### config.mk
export PLATFORM = sky130hd
export DESIGN_NAME = riscv_fetch_unit_flat
export DESIGN_NICKNAME = d
export VERILOG_FILES = /design/src/rtl/riscv_fetch_unit_pkg.sv /design/src/rtl/riscv_fetch_unit_if.sv /design/src/rtl/riscv_fetch_unit_fetch_fifo.sv /design/src/rtl/riscv_fetch_unit.sv /design/src/flat_wrapper.sv
export SDC_FILE = /design/constraint.sdc
export NUM_CORES = 1
export LEC_CHECK = 0
export BUFFER_PORTS_ARGS = -buffer_cell sky130_fd_sc_hd__buf_2
export CAP_MARGIN = 20
export CORE_MARGIN = 2
export CORE_UTILIZATION = 60
export CTS_CLUSTER_DIAMETER = 30
export DETAILED_ROUTE_END_ITERATION = 7
export MAX_ROUTING_LAYER = met4
export PLACE_DENSITY = 0.87
export SETUP_SLACK_MARGIN = 0.1
export SYNTH_ARGS = -nofsm -noshare
export SYNTH_HDL_FRONTEND = slang
export SYNTH_SLANG_ARGS = --single-unit
export TNS_END_PERCENT = 100
### constraint.sdc
create_clock -name clk -period 11.1 [get_ports clk]
set_clock_uncertainty 0.2 [all_clocks]
set_input_delay 3.33 -clock clk [delete_from_list [all_inputs] [get_ports clk]]
set_output_delay 3.33 -clock clk [all_outputs]
set_load 0.02 [all_outputs]
### src/rtl/riscv_fetch_unit_pkg.sv
// riscv_fetch_unit_pkg
//   Shared types and constants for the instruction-fetch front end:
//   FSM state encoding, RISC-V opcodes used by the static predecoder and
//   B/J immediate extraction helpers (sign-extended to 32 bits).
package riscv_fetch_unit_pkg;

    typedef enum logic {
        S_RUN  = 1'b0,
        S_HALT = 1'b1
    } fetch_state_e;

    localparam logic [6:0] OPCODE_JAL    = 7'b1101111;
    localparam logic [6:0] OPCODE_BRANCH = 7'b1100011;

    // B-type: imm[12|10:5] = inst[31:25], imm[4:1|11] = inst[11:7]
    function automatic logic [31:0] b_imm(input logic [31:0] inst);
        return {{19{inst[31]}}, inst[31], inst[7], inst[30:25], inst[11:8], 1'b0};
    endfunction

    // J-type: imm[20|10:1|11|19:12] = inst[31:12]
    function automatic logic [31:0] j_imm(input logic [31:0] inst);
        return {{11{inst[31]}}, inst[31], inst[19:12], inst[20], inst[30:21], 1'b0};
    endfunction

endpackage

### src/rtl/riscv_fetch_unit_if.sv
// riscv_fetch_unit_if
//   Groups the fetch unit's bus signals.
//   imem_req_*   : in-order instruction memory request channel
//   imem_rsp_*   : in-order instruction memory response channel
//   id_*         : queue head presented to decode (valid/ready)
//   redirect_*   : EX-stage redirect / flush
//   halt         : stop issuing new requests
//   master = fetch unit side, slave = memory/decode/EX side.
interface riscv_fetch_unit_if #(
    parameter int unsigned XLEN = 32
);
    logic            imem_req_valid;
    logic [XLEN-1:0] imem_req_addr;
    logic            imem_req_ready;
    logic            imem_rsp_valid;
    logic [31:0]     imem_rsp_data;
    logic            id_valid;
    logic            id_ready;
    logic [31:0]     id_inst;
    logic [XLEN-1:0] id_pc;
    logic [XLEN-1:0] id_pc_plus4;
    logic            id_pred_taken;
    logic            redirect_valid;
    logic [XLEN-1:0] redirect_pc;
    logic            halt;

    modport master (
        output imem_req_valid, imem_req_addr,
        input  imem_req_ready, imem_rsp_valid, imem_rsp_data,
        output id_valid, id_inst, id_pc, id_pc_plus4, id_pred_taken,
        input  id_ready, redirect_valid, redirect_pc, halt
    );

    modport slave (
        input  imem_req_valid, imem_req_addr,
        output imem_req_ready, imem_rsp_valid, imem_rsp_data,
        input  id_valid, id_inst, id_pc, id_pc_plus4, id_pred_taken,
        output id_ready, redirect_valid, redirect_pc, halt
    );
endinterface

### src/rtl/riscv_fetch_unit_fetch_fifo.sv
// fetch_fifo
//   Synchronous FIFO with flush, used for the instruction queue and the
//   PC tag FIFO of the fetch unit. DEPTH must be a power of 2.
//   clk      in   clock, rising edge
//   rst      in   asynchronous active-low reset
//   flush_i  in   empty the FIFO (wins over push/pop in the same cycle)
//   push_i   in   write din_i (caller guarantees not full)
//   din_i    in   WIDTH data
//   pop_i    in   drop the head entry (ignored when empty)
//   head_o   out  head entry, 0 when empty; changes only on pop,
//                 push-to-empty or flush
//   count_o  out  occupancy, 0..DEPTH
module fetch_fifo #(
    parameter int unsigned WIDTH = 32,
    parameter int unsigned DEPTH = 4
) (
    input  logic                     clk,
    input  logic                     rst,
    input  logic                     flush_i,
    input  logic                     push_i,
    input  logic [WIDTH-1:0]         din_i,
    input  logic                     pop_i,
    output logic [WIDTH-1:0]         head_o,
    output logic [$clog2(DEPTH):0]   count_o
);
    localparam int unsigned AW = $clog2(DEPTH);
    localparam int unsigned CW = AW + 1;

    logic [WIDTH-1:0] mem_q [DEPTH];
    logic [AW-1:0]    wr_q, wr_d, rd_q, rd_d;
    logic [CW-1:0]    cnt_q, cnt_d;
    logic             do_pop;

    always_comb begin
        do_pop = pop_i && (cnt_q != '0);
        wr_d   = wr_q;
        rd_d   = rd_q;
        cnt_d  = cnt_q;
        if (flush_i) begin
            wr_d  = '0;
            rd_d  = '0;
            cnt_d = '0;
        end else begin
            if (push_i) wr_d = wr_q + AW'(1);
            if (do_pop) rd_d = rd_q + AW'(1);
            cnt_d = cnt_q + CW'(push_i) - CW'(do_pop);
        end
    end

    always_ff @(posedge clk or negedge rst) begin
        if (!rst) begin
            wr_q  <= '0;
            rd_q  <= '0;
            cnt_q <= '0;
        end else begin
            wr_q  <= wr_d;
            rd_q  <= rd_d;
            cnt_q <= cnt_d;
        end
    end

    always_ff @(posedge clk) begin
        if (push_i && !flush_i) mem_q[wr_q] <= din_i;
    end

    assign head_o  = (cnt_q != '0) ? mem_q[rd_q] : '0;
    assign count_o = cnt_q;

endmodule

### src/rtl/riscv_fetch_unit.sv
// riscv_fetch_unit
//   Decoupled instruction-fetch front end. Generates PCs, issues in-order
//   requests to a variable-latency instruction memory and buffers returned
//   instructions in a DEPTH-entry queue presented to decode.
//   clk   in   clock, rising edge
//   rst   in   asynchronous active-low reset (0 = reset)
//   bus   riscv_fetch_unit_if.master: imem request/response, decode
//         handshake {id_inst, id_pc, id_pc_plus4, id_pred_taken},
//         redirect_valid/redirect_pc, halt.
//   Optional feature: define FETCH_STATIC_PRED_EN to predecode responses
//   and redirect fetch on JAL / backward B-type (predicted taken).
module riscv_fetch_unit
    import riscv_fetch_unit_pkg::*;
#(
    parameter int unsigned     XLEN     = 32,
    parameter int unsigned     DEPTH    = 4,
    parameter logic [XLEN-1:0] RESET_PC = '0
) (
    input  logic                clk,
    input  logic                rst,
    riscv_fetch_unit_if.master  bus
);
    localparam int unsigned CW = $clog2(DEPTH) + 1;
    localparam int unsigned QW = 32 + 2 * XLEN + 1;

    fetch_state_e    state_q, state_d;
    logic [XLEN-1:0] pc_q, pc_d;
    logic [CW-1:0]   out_q, out_d;
    logic [CW-1:0]   drop_q, drop_d;

    logic [CW-1:0]   q_count, tag_count;
    logic [QW-1:0]   q_head, q_din;
    logic [XLEN-1:0] tag_head;
    logic            issue, rsp_live, q_pop, tag_pop, pred_taken;

    // Credit rule: queued + in-flight never exceeds DEPTH, so a response
    // always finds room in the queue.
    assign bus.imem_req_valid = rst && (state_q == S_RUN) && !bus.redirect_valid
                                && ((q_count + out_q) < CW'(DEPTH));
    assign bus.imem_req_addr  = pc_q;

    assign issue    = bus.imem_req_valid && bus.imem_req_ready;
    // A response in a redirect cycle belongs to the old stream and is dropped.
    assign rsp_live = bus.imem_rsp_valid && !bus.redirect_valid && (drop_q == '0);
    assign tag_pop  = rsp_live && (tag_count != '0);
    assign q_pop    = bus.id_valid && bus.id_ready;

`ifdef FETCH_STATIC_PRED_EN
    logic [6:0]      rsp_opcode;
    logic [31:0]     rsp_imm;
    logic [XLEN-1:0] pred_target;

    always_comb begin
        rsp_opcode  = bus.imem_rsp_data[6:0];
        rsp_imm     = (rsp_opcode == OPCODE_JAL) ? j_imm(bus.imem_rsp_data)
                                                 : b_imm(bus.imem_rsp_data);
        pred_taken  = rsp_live && ((rsp_opcode == OPCODE_JAL) ||
                                   ((rsp_opcode == OPCODE_BRANCH) && bus.imem_rsp_data[31]));
        pred_target = tag_head + XLEN'($signed(rsp_imm));
    end
`else
    assign pred_taken = 1'b0;
`endif

    assign q_din = {pred_taken, bus.imem_rsp_data, tag_head, tag_head + XLEN'(4)};

    assign bus.id_valid = (q_count != '0);
    assign {bus.id_pred_taken, bus.id_inst, bus.id_pc, bus.id_pc_plus4} = q_head;

    always_comb begin
        state_d = state_q;
        pc_d    = pc_q;
        drop_d  = drop_q;
        out_d   = out_q + CW'(issue) - CW'(bus.imem_rsp_valid);

        if (issue) pc_d = pc_q + XLEN'(4);
        if (bus.imem_rsp_valid && (drop_q != '0)) drop_d = drop_q - CW'(1);
        if ((state_q == S_RUN) && bus.halt) state_d = S_HALT;

`ifdef FETCH_STATIC_PRED_EN
        // Everything still in flight after this response (including a
        // request issued this same cycle) is on the wrong path.
        if (pred_taken) begin
            pc_d   = pred_target;
            drop_d = out_d;
        end
`endif

        if (bus.redirect_valid) begin
            pc_d    = bus.redirect_pc;
            drop_d  = out_d;
            state_d = S_RUN;
        end
    end

    always_ff @(posedge clk or negedge rst) begin
        if (!rst) begin
            state_q <= S_RUN;
            pc_q    <= RESET_PC;
            out_q   <= '0;
            drop_q  <= '0;
        end else begin
            state_q <= state_d;
            pc_q    <= pc_d;
            out_q   <= out_d;
            drop_q  <= drop_d;
        end
    end

    fetch_fifo #(
        .WIDTH (QW),
        .DEPTH (DEPTH)
    ) u_inst_q (
        .clk     (clk),
        .rst     (rst),
        .flush_i (bus.redirect_valid),
        .push_i  (rsp_live),
        .din_i   (q_din),
        .pop_i   (q_pop),
        .head_o  (q_head),
        .count_o (q_count)
    );

    // Tag FIFO: PC of each live in-flight request, written at issue.
    // A predicted-taken response flushes it together with any same-cycle
    // issue, matching the drop count taken above.
    fetch_fifo #(
        .WIDTH (XLEN),
        .DEPTH (DEPTH)
    ) u_tag_q (
        .clk     (clk),
        .rst     (rst),
        .flush_i (bus.redirect_valid || pred_taken),
        .push_i  (issue),
        .din_i   (pc_q),
        .pop_i   (tag_pop),
        .head_o  (tag_head),
        .count_o (tag_count)
    );

endmodule

### src/flat_wrapper.sv
// flat-port wrapper written by rule: the top's interface ports become plain ports
module riscv_fetch_unit_flat import riscv_fetch_unit_pkg::*;
#(
    parameter int unsigned     XLEN     = 32,
    parameter int unsigned     DEPTH    = 4,
    parameter logic [XLEN-1:0] RESET_PC = '0
)
  (clk, rst, bus_imem_req_valid, bus_imem_req_addr, bus_imem_req_ready, bus_imem_rsp_valid, bus_imem_rsp_data, bus_id_valid, bus_id_inst, bus_id_pc, bus_id_pc_plus4, bus_id_pred_taken, bus_id_ready, bus_redirect_valid, bus_redirect_pc, bus_halt);
  riscv_fetch_unit_if #(.XLEN(XLEN)) bus_i ();
  input  logic clk;
  input  logic rst;
  output wire logic [$bits(bus_i.imem_req_valid)-1:0] bus_imem_req_valid;
  output wire logic [$bits(bus_i.imem_req_addr)-1:0] bus_imem_req_addr;
  input wire logic [$bits(bus_i.imem_req_ready)-1:0] bus_imem_req_ready;
  input wire logic [$bits(bus_i.imem_rsp_valid)-1:0] bus_imem_rsp_valid;
  input wire logic [$bits(bus_i.imem_rsp_data)-1:0] bus_imem_rsp_data;
  output wire logic [$bits(bus_i.id_valid)-1:0] bus_id_valid;
  output wire logic [$bits(bus_i.id_inst)-1:0] bus_id_inst;
  output wire logic [$bits(bus_i.id_pc)-1:0] bus_id_pc;
  output wire logic [$bits(bus_i.id_pc_plus4)-1:0] bus_id_pc_plus4;
  output wire logic [$bits(bus_i.id_pred_taken)-1:0] bus_id_pred_taken;
  input wire logic [$bits(bus_i.id_ready)-1:0] bus_id_ready;
  input wire logic [$bits(bus_i.redirect_valid)-1:0] bus_redirect_valid;
  input wire logic [$bits(bus_i.redirect_pc)-1:0] bus_redirect_pc;
  input wire logic [$bits(bus_i.halt)-1:0] bus_halt;
  assign bus_imem_req_valid = bus_i.imem_req_valid;
  assign bus_imem_req_addr = bus_i.imem_req_addr;
  assign bus_i.imem_req_ready = bus_imem_req_ready;
  assign bus_i.imem_rsp_valid = bus_imem_rsp_valid;
  assign bus_i.imem_rsp_data = bus_imem_rsp_data;
  assign bus_id_valid = bus_i.id_valid;
  assign bus_id_inst = bus_i.id_inst;
  assign bus_id_pc = bus_i.id_pc;
  assign bus_id_pc_plus4 = bus_i.id_pc_plus4;
  assign bus_id_pred_taken = bus_i.id_pred_taken;
  assign bus_i.id_ready = bus_id_ready;
  assign bus_i.redirect_valid = bus_redirect_valid;
  assign bus_i.redirect_pc = bus_redirect_pc;
  assign bus_i.halt = bus_halt;
  riscv_fetch_unit #(.XLEN(XLEN), .DEPTH(DEPTH), .RESET_PC(RESET_PC)) u_core (.clk(clk), .rst(rst), .bus(bus_i));
endmodule
==> summary.md <==
| Metric | Value |
|---|---|
| Clock Sinks | 557 |
| Worst Path Required | 7.57 ns |
| Resize count post-CTS | 0 |
| Worst Hold Class | reg2reg |
| Synthesized area per cell | 18.1 um2 |
| Port Buffer Count | 200 |
| Startpoint types | input pin |
| Crit path max fanout | 54 |
| Clk Latency, worst-skew pair | 0.61 ns |
| Max cap viols | 0 |
| RSZ-0062 raised after global routing | false |
| Diode count | 0 |
| Worst Setup Slack, final | 3.00 ns |
| Crit path DAT | 4.57 ns |
| Post-Syn Nets | 1366 |
| Share of layout cells above drive strength 1 | 32.8% |
| Via count | 12763 |
| Gr usage total | 26.5% |
| Leak | 9.79 nW |
| Yosys reg bits | 557 |
| Most frequent cell after synthesis | edfxtp_1 |
| Row cnt | 71 |
| Hold_buf cts | 0 |
| Cell-by-cell trace of the critical path | buf_2 > buf_4 > nor3b_1 > nor2b_1 > buf_2 |
| Buf/Inv on CP | 3 |
| Fin crit share | 73.0% |
| # DRC | 0 |
| Fmax | 123 MHz |
| CTS tree | yes |
| Status | completed |
| Final Hold Fails | 0 |
| Chip width | 200 um |
| Number of global-route vias before repair | 13305 |
| Mapped Area | 0.0230 mm2 |
| TNS Setup | 0 ns |
| Max incr delay on CP | 0.55 ns |
| Post-synth EDFFs | 504 |
| Sequential share of the synthesized area | 71.6% |
| Initial antenna violation count | 0 |
| Gr ovfl total | 0 |
| Setup violators final | 0 |
| Relative slew slack | 24.7% |
| Worst slew pin tran | 1.13 ns |
| Predominant post-synthesis flop cell | edfxtp_1 |
| Clock buffer depth | 3 |
| Antenna viol nets, final | 0 |
| Pwr/cell area | 250 mW/mm2 |
| Initial core utilization | 61.1% |
| H-Tree Depth | 3 |
| Via density | 6.04 |
| Area leader, netlist | edfxtp_1 |
| Gpl congestion | 0.882 |
| Delay-heaviest family, CP | buffers and inverters |
| Routed len/inst | 23.5 um |
| Final nets | 1612 |
| 1st-iter DRT viols | 961 |
| Pins Over Slew Limit | 0 |
| Syn Inst Count | 1273 |
| Cell mode on critical path | buf_2 |
| Core ar. | 0.0377 mm2 |
| Top post-synthesis cells by count | 504 x edfxtp_1, 133 x and2_1, 123 x mux4_2 |
| First-pass GRT wire length | 76600 um |
| CTS clk-pin slew, worst paths | 0.05 ns |
| Area delta synth->final | 21.1% |
| Largest net degree at the start of global routing | 97 |
| Worst IR Drop VDD | 0.228 mV |
| Top cell type's share of synthesized area | 65.8% |
| HPWL Detailed | 27100 um |
| Crit-path slowest cell | buf_4 |
| Post-synthesis async set-or-reset flop share | 9.52% |
| CP endpoint kind | output port |
| Pre-Repair DR Iteration Count | 5 |
| Critical path class | in2out |
| Area contributors post-synth | edfxtp_1 66%, mux4_2 12%, dfrtp_1 5.8%, and2_1 3.6%, nand2_1 1.2% |
| Routed WL | 49500 um |
| Place WS | 2.97 ns |
| Root Buffer | clkbuf_16 |
| Ys Warns | 0 |
| Boundary pin count | 202 |
| DIE AREA | 0.0399 mm2 |
| Setup Fix Bufs, Post-CTS | 0 |
| Post-synth cell types | 55 |
| Chip Height | 200 um |
| Fin crit period | 8.10 ns |
| CTS Buf Count | 97 |
cells by family after synthesis:
logic type                 after synthesis  synth area share, %
DFF                                    557                 71.6
and+or+nand+nor                        337                 8.24
muxes                                  145                 13.3
buffers and inverters                   94                 1.78
AOI/OAI and AO/OA                       72                 2.13
xor gates and xnor gates                45                 1.71
adders and majority gates               22                 1.29
other                                    1               0.0163
worst min-delay path: stages, from the launching register on:
cell	delay, ns
dfrtp_1	0.34
nor2_1	0.05
nor2_1	0.07
per-layer routing:
metal / GRT usage (%) / vias up / routed length, um
met5: - / - / 0
li1: - / 5515 / -
met4: 8.31 / 0 / 990
met2: 42.2 / 673 / 25000
met1: 34.9 / 6486 / 19600
met3: 5.78 / 89 / 3970
final timing paths:
path                            slack [ns]                               start  cells past startpoint                                  endpoint
worst min-delay path                  0.30          u_core.state_q$_DFFE_PN0P_                      2                u_core.state_q$_DFFE_PN0P_
worst max register to register        7.12  u_core.u_tag_q.rd_q[1]$_DFFE_PN0P_                      9    u_core.u_inst_q.mem_q[3][24]$_DFFE_PP_
min in group asynchronous             2.66                                 rst                      2  u_core.bus.imem_req_addr[12]$_DFFE_PN0N_
max in group asynchronous             7.52                                 rst                      2       u_core.u_inst_q.rd_q[1]$_DFFE_PN0P_
worst min register to register        0.30          u_core.state_q$_DFFE_PN0P_                      2                u_core.state_q$_DFFE_PN0P_
worst max-delay path                  3.00                                 rst                      5                        bus_imem_req_valid
state kept, by name, summed over array words and instances (netlist names):
| name | cells |
|---|---|
| u_core.u_inst_q.mem_q | 376 |
| u_core.u_inst_q.count_o | 3 |
| u_core.u_inst_q.rd_q | 2 |
| u_core.u_tag_q.rd_q | 2 |
| u_core.u_inst_q.wr_q | 2 |
| u_core.u_tag_q.wr_q | 2 |
| u_core.out_q | 3 |
| u_core.u_tag_q.count_o | 3 |
| u_core.u_tag_q.mem_q | 128 |
| u_core.bus.imem_req_addr | 32 |
| u_core.state_q | 1 |
| u_core.drop_q | 3 |
power breakdown:
part           switching, mW  total (mW)  leakage, nW  internal [mW]
registers              0.129        2.56         5.13           2.43
logic                  0.809        1.36         3.01          0.554
clock network           1.05        3.03         1.64           1.98
cells in the final DEF, fill, tap and decap left out, types with 4 or more instances in the layout:
master	n
a21oi_1	9
a221o_1	7
and2_1	125
and2_2	4
and2_4	4
and3_1	11
buf_2	200
buf_4	14
bufinv_16	14
clkbuf_1	9
clkbuf_16	98
clkinv_1	8
clkinv_2	12
clkinv_4	12
clkinvlp_4	8
dfrtp_1	50
edfxtp_1	504
ha_1	19
inv_1	27
inv_6	11
inv_8	5
mux2_2	5
mux2i_1	12
mux4_2	123
nand2_1	71
nand2b_1	4
nand3_1	20
nand4_1	16
nor2_1	33
nor2b_1	5
nor3_1	11
nor4_1	6
o211ai_1	4
o21ai_0	30
o311ai_0	10
or3_1	4
xnor2_1	27
xor2_1	18
layout make-up:
cell class / count / area, um2
well taps: 511 / 639
fillers: 2087 / 9820
clock buffers: 108 / 2500
flip-flops and latches: 557 / 16500
inverters: 27 / 101
repair buffers: 214 / 1110
clock inverters: 73 / 885
multi-input cells: 622 / 6150
stage by stage:
step | power, mW | cells | utilization, % | hold WS [ns] | area [um2]
after floorplan | 3.51 | 1273 | - | 0.265 | 23000
after global placement | 3.92 | 1931 | 64.9 | 0.278 | 24500
after detailed placement | 3.95 | 1931 | 64.9 | 0.295 | 24500
after CTS | 7.00 | 2112 | 73.9 | 0.306 | 27800
after global routing | 7.21 | 2112 | 73.9 | 0.355 | 27800
final | 6.95 | 2112 | 73.9 | 0.295 | 27800
No activity file was read; power rests on OpenSTA's default activity.
